==> src/rtl/t2mi_ts_mux.sv <==
// Round-robin multiplexer that wraps per-channel T2-MI payloads into 188-byte
// TS packets (or null packets when idle) on a CE-gated byte clock.
module t2mi_ts_mux #(
  parameter int N_CH      = 2,
  parameter int NULL_FILL = 1
) (
  input  logic                 CLK,
  input  logic                 RST,
  input  logic                 CE,
  input  logic [N_CH-1:0]      CH_REQ,
  input  logic [8*N_CH-1:0]    CH_PTR,
  input  logic [8*N_CH-1:0]    CH_DATA,
  input  logic [13*N_CH-1:0]   CH_PID,
  output logic [N_CH-1:0]      CH_RD,
  output logic [7:0]           DATA_OUT,
  output logic                 ENA_OUT,
  output logic                 PSYNC_OUT
);

  typedef enum logic [2:0] {
    S_ARB = 3'd0,
    S_HDR = 3'd1,
    S_PTR = 3'd2,
    S_PAY = 3'd3,
    S_NUL = 3'd4
  } state_t;

  state_t       state_r, state_nxt_s;
  logic [7:0]   idx_r, idx_nxt_s;
  logic [7:0]   data_r, data_nxt_s;
  logic         ena_r, ena_nxt_s;
  logic         psync_r, psync_nxt_s;
  logic [2:0]   grant_r;
  logic [2:0]   last_grant_r;
  logic [7:0]   ptr_r;
  logic [12:0]  pid_r;
  logic [3:0]   cc_r [8];

  // Inputs padded to the 8-channel maximum so selects never run out of range
  logic [7:0]   req8_s;
  logic [63:0]  ptr_pad_s;
  logic [63:0]  data_pad_s;
  logic [103:0] pid_pad_s;

  logic         arb_found_s;
  logic [2:0]   arb_sel_s;
  logic [3:0]   cand_s;
  logic [7:0]   sel_ptr_s;
  logic [12:0]  sel_pid_s;
  logic [7:0]   head_s;
  logic [3:0]   cc_grant_s;
  logic         pusi_s;
  logic         grab_s;
  logic         cc_inc_s;
  logic [7:0]   rd8_s;

  assign req8_s     = 8'(CH_REQ);
  assign ptr_pad_s  = 64'(CH_PTR);
  assign data_pad_s = 64'(CH_DATA);
  assign pid_pad_s  = 104'(CH_PID);
  assign cc_grant_s = cc_r[grant_r];
  assign pusi_s     = (ptr_r != 8'hFF);

  assign CH_RD     = rd8_s[N_CH-1:0];
  assign DATA_OUT  = data_r;
  assign ENA_OUT   = ena_r;
  assign PSYNC_OUT = psync_r;

  // Round-robin search starting one past the last granted channel
  always_comb begin
    arb_found_s = 1'b0;
    arb_sel_s   = 3'd0;
    cand_s      = 4'd0;
    for (int k = 1; k <= N_CH; k++) begin
      cand_s = {1'b0, last_grant_r} + 4'(k);
      cand_s = (cand_s >= 4'(N_CH)) ? (cand_s - 4'(N_CH)) : cand_s;
      if (!arb_found_s && req8_s[cand_s[2:0]]) begin
        arb_found_s = 1'b1;
        arb_sel_s   = cand_s[2:0];
      end else begin
        arb_found_s = arb_found_s;
      end
    end
  end

  // Per-channel field selection for the arbitration winner and the active grant
  always_comb begin
    sel_ptr_s = 8'h00;
    sel_pid_s = 13'h0000;
    head_s    = 8'h00;
    for (int i = 0; i < 8; i++) begin
      if (arb_sel_s == 3'(i)) begin
        sel_ptr_s = ptr_pad_s[i*8 +: 8];
        sel_pid_s = pid_pad_s[i*13 +: 13];
      end else begin
        sel_ptr_s = sel_ptr_s;
      end
      if (grant_r == 3'(i)) begin
        head_s = data_pad_s[i*8 +: 8];
      end else begin
        head_s = head_s;
      end
    end
  end

  // Next-state, output byte and pop strobe for the current CE slot
  always_comb begin
    state_nxt_s = state_r;
    idx_nxt_s   = idx_r;
    data_nxt_s  = data_r;
    ena_nxt_s   = 1'b0;
    psync_nxt_s = psync_r;
    grab_s      = 1'b0;
    cc_inc_s    = 1'b0;
    rd8_s       = 8'h00;
    if (CE) begin
      ena_nxt_s   = 1'b1;
      psync_nxt_s = 1'b0;
      idx_nxt_s   = idx_r + 8'd1;
      case (state_r)
        S_ARB: begin
          data_nxt_s  = 8'h47;
          psync_nxt_s = 1'b1;
          if (arb_found_s) begin
            grab_s      = 1'b1;
            state_nxt_s = S_HDR;
          end else if (NULL_FILL != 0) begin
            state_nxt_s = S_NUL;
          end else begin
            // Idle without fill: stay parked at index 0 and retry next slot
            data_nxt_s  = data_r;
            ena_nxt_s   = 1'b0;
            psync_nxt_s = 1'b0;
            idx_nxt_s   = 8'd0;
          end
        end
        S_HDR: begin
          case (idx_r)
            8'd1:    data_nxt_s = {1'b0, pusi_s, 1'b0, pid_r[12:8]};
            8'd2:    data_nxt_s = pid_r[7:0];
            8'd3: begin
              data_nxt_s  = {4'b0001, cc_grant_s};
              state_nxt_s = pusi_s ? S_PTR : S_PAY;
            end
            default: begin
              state_nxt_s = S_ARB;
              idx_nxt_s   = 8'd0;
              ena_nxt_s   = 1'b0;
            end
          endcase
        end
        S_PTR: begin
          data_nxt_s  = ptr_r;
          state_nxt_s = S_PAY;
        end
        S_PAY: begin
          data_nxt_s = head_s;
          rd8_s      = 8'd1 << grant_r;
          if (idx_r == 8'd187) begin
            cc_inc_s    = 1'b1;
            idx_nxt_s   = 8'd0;
            state_nxt_s = S_ARB;
          end else begin
            state_nxt_s = S_PAY;
          end
        end
        S_NUL: begin
          case (idx_r)
            8'd1:    data_nxt_s = 8'h1F;
            8'd2:    data_nxt_s = 8'hFF;
            8'd3:    data_nxt_s = 8'h10;
            default: data_nxt_s = 8'hFF;
          endcase
          if (idx_r == 8'd187) begin
            idx_nxt_s   = 8'd0;
            state_nxt_s = S_ARB;
          end else begin
            state_nxt_s = S_NUL;
          end
        end
        default: begin
          state_nxt_s = S_ARB;
          idx_nxt_s   = 8'd0;
          ena_nxt_s   = 1'b0;
        end
      endcase
    end else begin
      ena_nxt_s = 1'b0;
    end
  end

  // State, output and per-channel continuity registers
  always_ff @(posedge CLK or posedge RST) begin
    if (RST) begin
      state_r      <= S_ARB;
      idx_r        <= 8'd0;
      data_r       <= 8'h00;
      ena_r        <= 1'b0;
      psync_r      <= 1'b0;
      grant_r      <= 3'd0;
      last_grant_r <= 3'(N_CH - 1);
      ptr_r        <= 8'h00;
      pid_r        <= 13'h0000;
      for (int i = 0; i < 8; i++) begin
        cc_r[i] <= 4'd0;
      end
    end else begin
      state_r <= state_nxt_s;
      idx_r   <= idx_nxt_s;
      data_r  <= data_nxt_s;
      ena_r   <= ena_nxt_s;
      psync_r <= psync_nxt_s;
      if (grab_s) begin
        grant_r      <= arb_sel_s;
        last_grant_r <= arb_sel_s;
        ptr_r        <= sel_ptr_s;
        pid_r        <= sel_pid_s;
      end
      if (cc_inc_s) begin
        cc_r[grant_r] <= cc_r[grant_r] + 4'd1;
      end
    end
  end

endmodule

==> config.mk <==
export PLATFORM = sky130hd
export DESIGN_NAME = t2mi_ts_mux
export DESIGN_NICKNAME = d
export VERILOG_FILES = /design/src/rtl/t2mi_ts_mux.sv
export SDC_FILE = /design/constraint.sdc
export NUM_CORES = 1
export LEC_CHECK = 0
export ABC_AREA = 1
export CORE_MARGIN = 2
export CORE_UTILIZATION = 45
export DETAILED_ROUTE_END_ITERATION = 8
export PLACE_DENSITY = 0.68
export SETUP_SLACK_MARGIN = 0.05
export SYNTH_ARGS = -nofsm -noshare
export SYNTH_HDL_FRONTEND = slang
export SYNTH_SLANG_ARGS = --single-unit
export TNS_END_PERCENT = 100
==> constraint.sdc <==
create_clock -name CLK -period 6.78 [get_ports CLK]
set_clock_uncertainty 0.2 [all_clocks]
set_input_delay 1.356 -clock CLK [delete_from_list [all_inputs] [get_ports CLK]]
set_output_delay 1.356 -clock CLK [all_outputs]
set_load 0.01 [all_outputs]
======== Word level (Yosys, flattened, before mapping) ========
Index checks and enable logic that the tools add are counted.
word-level totals
  register bits after elaboration ......... 80
  input bits .............................. 63
  output and inout port bits .............. 12
operators by class
  equality and inequality tests ........... 25
  mux-type cells .......................... 64
  add/sub/neg operators ................... 6
  shifts and indexed selects .............. 1
  $lt $le $gt $ge ......................... 6
  reduce and logical (&&, ||, !) cells .... 14
  bitwise gates (word level) .............. 1
operators with widths
  operator               number
  $mux W8                18
  $mux W13               8
  $pmux W8 S3            2
  $pmux W8 S5            1
  $bwmux W32             1
  $eq A3 B3 Y1 const B   9
  $eq A3 B2 Y1 const B   6
  $mux W3                6
  $eq A8 B2 Y1 const B   2
  $pmux W8 S2            1
  $pmux W3 S5            1
  $mux W1                14
  $bmux W4 S3            1
  $demux W4 S3           1
  $mux W4                3
  $eq A3 B1 Y1 const B   3
  $logic_not A3 Y1       3
  $add A8 B1 Y8 const B  1
  $eq A8 B1 Y1 const B   1
  $eq A8 B8 Y1 const B   1
  $ge A4 B2 Y1 const B   2
  $lt A3 B4 Y1 const B   2
  $ne A8 B8 Y1 const B   1
  $bmux W1 S3            2
  other kinds (21)       27

======== Longest topological paths before layout ========
Gate-level depths: netlist (run 1).
  depth in word-level cells ............... 18
  gate-level depth with buffers ........... 17
  mapped depth without buffers ............ 14

======== Least setup slack after synthesis (run 1) ========
OpenSTA, ideal clock, no wires.
  path kind ............................... input to output
  start point ............................. input port CE
  end point ............................... output port CH_RD[1]
  required time ........................... 5.224 ns
  arrival time ............................ 1.801 ns
  stages .................................. 3
  setup slack ............................. 3.423 ns
  buffers on the path ..................... 1
  cell sequence ........................... buf_6 nand2_4 nor3_1
between the ends
  cells in the longest elaborated chain, start to end .. 1
ends and longest elaborated chain
  element      RTL line  source
  from (decl)  9         input logic CE,
  $mux W2      116       if (CE) begin
  to (decl)    14        output logic [N_CH-1:0] CH_RD,
No other way between the ends.

======== Final worst setup path (run 1) ========
Same ends and word-level chain as after synthesis.

==> reports/qor.csv, run 1 <==
metric,value,unit
status,finished clean,
"Cell Area, Synth",4989,um2
Syn Area/Cell,7.016,um2
setup bufs post-CTS,0,
reg2reg end,pid_r[5],
ANT cells,0,
CP dominant cell by count,clkdlybuf4s50_1,
R2R setup slack,2940,ps
synth unique cells,36,
die height,109.3,um
cts hold-fix bufs,0,
gpl congestion,0.8927,
Yosys top cell by area,dfrtp_1,
Worst slew margin,36.23,%
asr flop ratio synth,100.0,%
# setup viols final,0,
fin crit share,66.22,%
die width,109.3,um
Tot Pwr,1153,uW
WL/cell,13.18,um
clock tree sinks,78,
predominant post-synthesis flop cell,dfrtp_1,
Initial DRC Count,268,
top post-synthesis cells by area,"dfrtp_1 (39%), nand2_1 (23%), nand3_1 (5.6%), inv_1 (4.6%), nand3b_1 (3.9%)",
Critical Path Source Type,input pin,
Hold Path Sink,pid_r[4],
Power Dens Cells,193.0,nW/um2
post_cts resized,0,
via count,4586,
initial antenna violation count,0,
Hold Crit Depth,2,
met1 usage,31.36,%
final worst path period need,4490,ps
Worst-path clk slew,70,ps
Port-buffer cells,74,
routing usage on met3,2.786,%
setup_tns,0,ps
Reg area,1953,um2
FF-to-FF Start,grant_r[2],
Worst path max stage delay,720,ps
area delta synth->final,19.76,%
Initial Util,46.02,%
GRT Util Overall,22.19,%
largest net degree at the start of global routing,79,
Yosys top cell area share,38.63,%
maximum clock path buffer count,2,
DRC,0,
worst skew pair latency,370,ps
die area,11940,um2
Mapped Nets,786,
endpoint type of the worst setup path,primary output,
Worst EP arrival,2930,ps
max-cap violations,0,
crit path cell chain,clkdlybuf4s50_1 > nand2_4 > nor3_1 > clkdlybuf4s50_1,
Final Max Tran Viols,0,
total CTS buffers,9,
Lkg Pwr,0.003108,uW
Post-synth EDFFs,0,
dpl hpwl,9.190,mm
row count,38,
Crit Path Max Fanout,9,
Yosys reg bits,78,
Final ANT Viol Nets,0,
core box area,10840,um2
"Req. time, crit path",5220,ps
Max Freq,0.2227,GHz
Root Buffer Master,clkbuf_8,
RSZ-0062 raised after global routing,false,
number of global-route vias before repair,4393,
Worst Hold Class,reg2reg,
fillers,1066,
Overflow after GRT,0,
Final #Nets,851,
FF-to-FF path depth,8,
GRT busiest layer,met2,
DR pass1 iterations,5,
CP Class,in2out,
Commonest cells post-synth,"nand2_1 (310), dfrtp_1 (77), inv_1 (61), nand3_1 (56), nor2_1 (37)",
final hold vios,0,
Post-Syn Instances,711,
top-count cell post-synth,nand2_1,
first-pass GRT wire length,20.78,mm
Peak VDD IR,0.0001012,V
Worst path slowest cell,clkdlybuf4s50_1,
Vias/cell,4.979,
# H-tree levels,3,
IO Pins,75,
ratio of cells with drive above 1 in the final layout,7.426,%
multi-input logic area,2600,um2
M2 GR Usage,33.45,%
YS warnings,0,
"Core Util, Final",55.11,%
sequential element share of the synthesized area,39.15,%
final wirelength,12.14,mm
CTS tree,built,
Worst Hold Launch,pid_r[4],
Worst-Margin Slew,956.5,ps
[sequential cells by signal (all words and copies together), names as in the netlist]
| name | cells |
|---|---|
| DATA_OUT | 8 |
| cc_r | 32 |
| ENA_OUT | 1 |
| PSYNC_OUT | 1 |
| last_grant_r | 1 |
| pid_r | 13 |
| state_r | 3 |
| ptr_r | 8 |
| grant_r | 3 |
| idx_r | 8 |
[critical path, delay by kind of cell]
kind | cells | cell delay (ps)
buf+inv | 2 | 1280
simple gates | 2 | 290
[final cells by class]
type                            count  share of cell area, %
Tap cell                          140                  2.932
Timing Repair Buffer               75                  12.52
Multi-Input combinational cell    540                  43.52
Inverter                           72                  4.607
Clock buffer                       11                  2.366
Sequential cell                    78                  32.69
Clock inverter                      5                  1.361
[placed cells by master, fill, tap and decap left out, types with 2 or more instances in the layout]
cell type,instances
nor3_1,7
bufinv_16,2
a21oi_1,7
inv_6,2
o21ai_1,17
nor2_4,4
nand2_1,310
nand3b_1,26
nand2_2,6
nand3_2,3
clkdlybuf4s50_1,74
o21ai_0,22
ha_1,12
dfrtp_1,77
nor3_2,2
inv_1,60
xor2_1,5
nand2_4,3
nand3_1,56
nor2_8,2
nand4_1,5
clkbuf_8,10
inv_2,10
nor2_1,37
nor2_2,8
[logic make-up (layout without fill, tap and decap cells)]
group,after synthesis,count (layout),share of synthesized area (%)
flops,78,78,39.15
compound gates,51,51,5.543
simple gates,471,471,42.36
fa+ha+maj,12,12,3.010
xor+xnor,6,6,1.204
buf+inv,93,163,8.728
[per-stage QoR]
stage	cells	setup WS, ps	cell area (um2)	hold WS (ps)
CTS	921	2309	5974	289.5
floorplan	711	3231	4989	243.9
detailed placement	905	2315	5752	268.3
global route	921	2258	5974	301.0
finish	921	2290	5974	286.7
global placement	905	2310	5752	265.0
[how the worst max path moves through the flow]
stage	startpoint	endpoint	slack [ps]	depth (start not counted)
after CTS	CE	CH_RD[1]	2310	4
after detailed placement	CE	CH_RD[1]	2320	4
after floorplan	RST	DATA_OUT[0]	3230	1
after global routing	CE	CH_RD[1]	2260	4
final	CE	CH_RD[1]	2290	4
after global placement	CE	CH_RD[1]	2310	4
[where the power goes]
group | internal, uW | total, uW | switching (uW)
sequential | 492 | 519 | 27.3
clock | 218 | 393 | 175
combinational | 111 | 241 | 130
total | 821 | 1150 | 332
[layer usage]
metal | vias to the layer above | share of wire [%]
met4 | 0 | 3.6
met1 | 2067 | 48
met3 | 25 | 4.7
li1 | 2364 | -
met2 | 130 | 44
met5 | - | 0
No activity file was read; power rests on OpenSTA's default activity.
==> inputs of run 2 (changes only) <==
==> constraint.sdc (replaced) <==
create_clock -name CLK -period 4.52 [get_ports CLK]
set_clock_uncertainty 0.2 [all_clocks]
set_input_delay 0.904 -clock CLK [delete_from_list [all_inputs] [get_ports CLK]]
set_output_delay 0.904 -clock CLK [all_outputs]
set_load 0.01 [all_outputs]
==> run 2 against run 1 <==
  * Non-clock buffer count grew 4
  * Die area did not move
  * Final cell count grew 0.43%
  * Combinational power up 50%
  * Critical path depth is the same
  * Clock power increased by 30%
  * Final area about the same
  * Sequential share of layout area about the same
  * Total power grew 43%
==> reports/qor.csv, run 2 (synthesis gave the netlist of run 1 again) <==
metric,value,unit
number of flip-flops under the largest register name,32,
Initial DRC Count,320,
final wirelength,12.14,mm
"leading cell type in the layout, fill and taps excluded",nand2_1,
core box area,10840,um2
Max Freq,0.2862,GHz
Worst EP arrival,2390,ps
Overflow after GRT,0,
area delta synth->final,19.84,%
RSZ-0062 raised after global routing,false,
Lkg Pwr,0.003120,uW
worst skew pair latency,360,ps
Worst-path clk slew,80,ps
die area,11940,um2
endpoint type of the worst setup path,primary output,
Vias/cell,4.941,
initial antenna violation count,0,
dpl hpwl,9.474,mm
first-pass GRT wire length,20.13,mm
non-filler instance count after layout,925,
Placed Cells,909,
CP Class,reg2out,
Final #Nets,855,
number of global-route vias before repair,4299,
IO Pins,75,
Final Max Tran Viols,0,
"Req. time, crit path",3420,ps
Peak VDD IR,0.0001507,V
setup_tns,0,ps
ANT cells,0,
most frequent cells in the layout,"nand2_1 (310), dfrtp_1 (77), clkdlybuf4s50_1 (74)",
gpl congestion,0.9083,
maximum clock path buffer count,2,
die width,109.3,um
Power Dens Cells,276.3,nW/um2
Crit Path Max Fanout,17,
Critical Path Source Type,register,
fin crit share,77.29,%
largest registers,"cc_r: 32 flops, pid_r: 13 flops",
# setup viols final,0,
clock tree sinks,78,
WL/cell,13.12,um
largest net degree at the start of global routing,33,
die height,109.3,um
"Core Util, Final",55.15,%
# H-tree levels,3,
setup bufs post-CTS,0,
Final ANT Viol Nets,0,
CTS tree,built,
max-cap violations,0,
Root Buffer Master,clkbuf_8,
Biggest register,cc_r,
Initial Util,46.02,%
post_cts resized,0,
Worst Hold Class,reg2reg,
DR pass1 iterations,5,
final hold vios,0,
Tot Pwr,1652,uW
via count,4570,
final worst path period need,3494,ps
row count,38,
DRC,0,
Worst slew margin,45.04,%
status,finished clean,
total CTS buffers,9,
Port-buffer cells,74,
cts hold-fix bufs,0,
GRT Util Overall,21.61,%
ratio of cells with drive above 1 in the final layout,7.898,%
Worst-Margin Slew,824.5,ps
==> run 2: final timing paths <==
check,startpoint,to,slack [ps],depth (start not counted)
worst max-delay path,grant_r[1],CH_RD[1],1030,4
max in group asynchronous,RST,pid_r[6],2550,3
worst max register to register,grant_r[2],pid_r[6],1290,14
worst min-delay path,idx_r[7],idx_r[7],290,2
min in group asynchronous,RST,idx_r[7],750,2
worst min register to register,idx_r[7],idx_r[7],290,2
==> run 2: layer usage <==
layer  track usage (%)  wire [um]  share of wire (%)
met1             30.66       5946                 49
met2             33.41       5410                 45
met3             3.557        478                3.9
met4             7.866        300                2.5
met5                 0          0                  0
==> run 2: report_power, final <==
group	total, uW	internal (uW)	switching [uW]
Sequential	781	738	43.2
Combinational	361	168	193
Clock	510	260	250
==> run 2: cell type report <==
cell class	instances	area, um2
inverters	72	275.3
flip-flops and latches	78	1953
clock inverters	2	13.76
multi-input cells	540	2600
well taps	140	175.2
repair buffers	79	778.2
clock buffers	14	182.7
fillers	1042	4862
==> run 2: critical path, cell delays in order, from the launching register on <==
cell	delay (ps)
dfrtp_1	550
inv_1	490
nand2_1	210
nor3_1	210
clkdlybuf4s50_1	560
==> run 2: metrics by stage <==
step                hold WS, ps  instance area, um2  worst slack (ps)
finish                    286.0                5978              1026
global placement          263.6                5782              1096
global route              311.6                5978             791.7
detailed placement        273.0                5782              1130
floorplan                 243.9                4989              1423
CTS                       291.4                5978              1020
==> edit 1: new RTL, config.mk and constraints of run 1 <==
Set the parameter `NULL_FILL` to 0 (it was 1).
--- a/src/rtl/t2mi_ts_mux.sv
+++ b/src/rtl/t2mi_ts_mux.sv
@@ -4,3 +4,3 @@
   parameter int N_CH      = 2,
-  parameter int NULL_FILL = 1
+  parameter int NULL_FILL = 0
 ) (
Behaviour: not the same (Yosys sat finds a counterexample within 4 cycles, from zero or initial values and one cycle with RST high).
==> edit 1 against run 1 <==
Sequential cell count is the same; area after synthesis shrank 0.70%; hold slack lost 5.2 ps; worst setup slack gained 49 ps; routed wire length grew 3.3%; sequential share of layout area grew 0.21 points; cell area shrank 0.63%; power shrank 6.4%; largest power group unchanged; highest routed layer unchanged.
==> edit 1: results (changes against run 1) <==
stage	metric	value	unit	change
run_status	status	finished, final reports clean		unchanged
power_and_ir_drop	net switching share of the total power	32.8	%	was 28.8%
global_routing	number of global-route vias before repair	4615		was 4393
layout	relative area of non-clock buffer cells in the final design	12.6	%	was 12.5%
power_and_ir_drop	worst IR drop on VDD	88.7	uV	was 101 uV
detailed_routing	wire length on met3	550	um	was 565 um
detailed_routing	DR WL met2	6.02	mm	was 5.30 mm
clock_tree	register clock-pin slew on the reported worst setup and hold paths	90	ps	was 70 ps
synthesis	post-synthesis share of cell area spent on full adders, half adders and majority gates	3.03	%	was 3.01%
layout	number of nets in the layout	875		was 851
placed_design	placer congestion estimate	0.858		was 0.893
synthesis	proportion of synthesized chip area in sequential cells	39.4	%	was 39.2%
global_routing	wire length of the first global-routing pass	21.3	mm	was 20.8 mm
global_routing	met2 routing resource usage after global routing	37.5	%	was 33.5%
layout	number of combinational gates with multiple inputs	543		was 540
detailed_routing	Final Routed Wirelength	12.5	mm	was 12.1 mm
layout	share of layout cells above drive strength 1	7.20	%	was 7.43%
synthesis	complex-gate fraction of the synthesized area	5.71	%	was 5.54%
layout	number of signal-net inverters in the final layout	93		was 72
synthesis	Synth Net Count	807		was 786
synthesis	fraction of synthesized cell area in xor and xnor cells	0.505	%	was 1.20%
die	Std-Cell Core Area	0.0108	mm^2	about the same
global_routing	met1 capacity usage during global routing	29.9	%	was 31.4%
critical_path	crit path DAT	2890	ps	was 2930 ps
global_routing	global router's overall resource usage	22.6	%	was 22.2%
detailed_routing	count of routing violations after the opening detailed-route iteration	325		was 268
synthesis	commonest cells in the synthesized netlist	sky130_fd_sc_hd__nand2_1 (311), sky130_fd_sc_hd__inv_1 (81), sky130_fd_sc_hd__nand3_1 (79), sky130_fd_sc_hd__dfrtp_1 (77), sky130_fd_sc_hd__nor2_1 (43)		was sky130_fd_sc_hd__nand2_1 (310), sky130_fd_sc_hd__dfrtp_1 (77), sky130_fd_sc_hd__inv_1 (61), sky130_fd_sc_hd__nand3_1 (56), sky130_fd_sc_hd__nor2_1 (37)
layout	Fillers	1058		was 1066
synthesis	Distinct cells, synth	35		was 36
detailed_routing	total vias in the final route	4758		was 4586
layout	portion of the layout cell area used by clock cells	3.06	%	was 3.73%
power_and_ir_drop	flip-flop and latch power	0.518	mW	was 0.519 mW
detailed_routing	Routed met1 length	5.78	mm	was 5.84 mm
power_and_ir_drop	power of the clock network	0.334	mW	was 0.393 mW
critical_path	Critical Path Fanout Max	5		was 9
placed_design	HPWL Detailed	9.31	mm	was 9.19 mm
[edit 1: cell count changes after synthesis, moves of 5 or more]
| cell | change |
|---|---|
| sky130_fd_sc_hd__nand3b_1 | -24 |
| sky130_fd_sc_hd__buf_4 | -9 |
| sky130_fd_sc_hd__inv_1 | +20 |
| sky130_fd_sc_hd__nand3_1 | +23 |
| sky130_fd_sc_hd__buf_2 | +5 |
| sky130_fd_sc_hd__nor2_1 | +6 |
| sky130_fd_sc_hd__a21oi_1 | +7 |
| sky130_fd_sc_hd__xor2_1 | -5 |
[edit 1: per-stage QoR]
step	setup slack, ps	instances	hold WS [ps]
floorplan	3230	732	244
global placement	2360	929	263
detailed placement	2280	929	263
CTS	2370	945	287
global route	2310	945	309
finish	2340	945	281
[edit 1: worst max-delay path, cell delays in order]
cell	delay [ps]
sky130_fd_sc_hd__clkdlybuf4s50_1	610
sky130_fd_sc_hd__nand2_2	140
sky130_fd_sc_hd__nor3_1	200
sky130_fd_sc_hd__clkdlybuf4s50_1	580
[edit 1: final timing paths]
kind | from | end | slack [ps] | cells past startpoint
setup / recovery | CE | CH_RD[1] | 2340 | 4
hold / removal | pid_r[12]$_DFFE_PP0P_ | pid_r[12]$_DFFE_PP0P_ | 280 | 2
setup reg to reg | grant_r[1]$_DFFE_PP0P_ | ptr_r[5]$_DFFE_PP0P_ | 2890 | 8
hold reg to reg | pid_r[12]$_DFFE_PP0P_ | pid_r[12]$_DFFE_PP0P_ | 280 | 2
max in group asynchronous | RST | DATA_OUT[5]$_DFFE_PP0P_ | 4300 | 3
min in group asynchronous | RST | cc_r[28]$_DFFE_PP0P_ | 1420 | 3
==> edit 2: new RTL, flow settings as in run 1 <==
Without the edit above. Re-encode `state_t` (5 states) as Gray code, 3 bits wide.
--- a/src/rtl/t2mi_ts_mux.sv
+++ b/src/rtl/t2mi_ts_mux.sv
@@ -20,7 +20,7 @@
   typedef enum logic [2:0] {
-    S_ARB = 3'd0,
-    S_HDR = 3'd1,
-    S_PTR = 3'd2,
-    S_PAY = 3'd3,
-    S_NUL = 3'd4
+    S_ARB = 3'b000,
+    S_HDR = 3'b001,
+    S_PTR = 3'b011,
+    S_PAY = 3'b010,
+    S_NUL = 3'b110
   } state_t;
Behaviour: same outputs for any inputs over 4 cycles, from zero or initial values and one cycle with RST high; so few cycles prove little.
==> edit 2 against run 1 <==
Worst setup slack got worse by 280 ps; area after synthesis increased by 3.7%; routed wire length increased by 7.9%; largest cell class unchanged; sequential cell count unchanged; non-clock buffer count increased by 1; highest routed layer unchanged; critical path depth unchanged; critical path type unchanged; cell area increased by 4.2%; power increased by 19%.
==> edit 2: results (changes against run 1) <==
stage	metric	value	unit	change
critical_path	worst reg2reg path startpoint	grant_r[1]$_DFFE_PP0P_		was grant_r[2]$_DFFE_PP0P_
placed_design	HPWL Detailed	9.89	mm	was 9.19 mm
detailed_routing	number of vias per cell	5.05		was 4.98
placed_design	number of placed instances with taps included	948		was 905
global_routing	met2 routing resource usage after global routing	34.8	%	was 33.5%
detailed_routing	routed length per instance	13.6	um	was 13.2 um
layout	number of nets in the layout	891		was 851
power_and_ir_drop	power of the clock network	0.471	mW	was 0.393 mW
synthesis	proportion of synthesized chip area in sequential cells	37.8	%	was 39.2%
synthesis	Distinct cells, synth	39		was 36
synthesis	Mean Syn Cell Area	6.88	um^2	was 7.02 um^2
clock_tree	Clock Latency Late Sink	340	ps	was 370 ps
critical_path	crit path DAT	3220	ps	was 2930 ps
synthesis	Synth Net Count	827		was 786
power_and_ir_drop	part of the total power dissipated in the clock network	34.4	%	was 34.1%
power_and_ir_drop	net switching share of the total power	31.1	%	was 28.8%
synthesis	complex-gate fraction of the synthesized area	5.52	%	was 5.54%
run_status	status	finished, final reports clean		unchanged
clock_tree	Clock Root Buffer	sky130_fd_sc_hd__clkbuf_16		was sky130_fd_sc_hd__clkbuf_8
synthesis	cells taking the most area after synthesis	sky130_fd_sc_hd__dfrtp_1 (37%), sky130_fd_sc_hd__nand2_1 (23%), sky130_fd_sc_hd__nand3_1 (8.3%)		was sky130_fd_sc_hd__dfrtp_1 (39%), sky130_fd_sc_hd__nand2_1 (23%), sky130_fd_sc_hd__nand3_1 (5.6%)
detailed_routing	Final Routed Wirelength	13.1	mm	was 12.1 mm
critical_path	end of the worst register-to-register path	pid_r[4]$_DFFE_PP0P_		was pid_r[5]$_DFFE_PP0P_
synthesis	post-synthesis share of cell area spent on full adders, half adders and majority gates	2.90	%	was 3.01%
detailed_routing	DR WL met2	6.07	mm	was 5.30 mm
timing	Worst-Margin Slew	964	ps	was 957 ps
==> edit 2: metrics by stage <==
step	setup slack, ps	cell area, um^2	hold WS, ps
after global routing	1920	6220	296
after CTS	2000	6220	281
final	2010	6220	274
after floorplan	3230	5170	244
after global placement	2020	5940	265
after detailed placement	1990	5940	268
==> edit 2: worst max-delay path by stage <==
stage	startpoint	to	slack [ps]	depth (start not counted)
3_3_place_gp	CE	CH_RD[1]	2020	4
5_1_grt	CE	CH_RD[1]	1920	4
4_1_cts	CE	CH_RD[1]	2000	4
6_report	CE	CH_RD[1]	2010	4
2_1_floorplan	RST	DATA_OUT[0]$_DFFE_PP0P_	3230	1
3_5_place_dp	CE	CH_RD[1]	1990	4
==> edit 2: cell families after synthesis <==
| kind of cell | Yosys count |
|---|---|
| AOI/OAI and AO/OA | 52 |
| xor gates and xnor gates | 3 |
| adders and majority gates | 12 |
| and+or+nand+nor | 489 |
| DFF | 78 |
| buffers and inverters | 118 |
==> edit 2: area by class of cell <==
| cell class | instances | area [um^2] | share of cell area [%] |
|---|---|---|---|
| Clock buffer | 10 | 239 | 3.84 |
| Clock inverter | 4 | 48.8 | 0.784 |
| Inverter | 95 | 364 | 5.85 |
| Multi-Input combinational cell | 556 | 2690 | 43.1 |
| Sequential cell | 78 | 1950 | 31.4 |
| Tap cell | 143 | 179 | 2.87 |
| Timing Repair Buffer | 76 | 756 | 12.1 |
==> edit 2: worst min-delay path, cell delays in order, from the launching register on <==
cell and delay [ps]:
sky130_fd_sc_hd__dfrtp_1 330, sky130_fd_sc_hd__nand2_1 60, sky130_fd_sc_hd__nand2_1 50
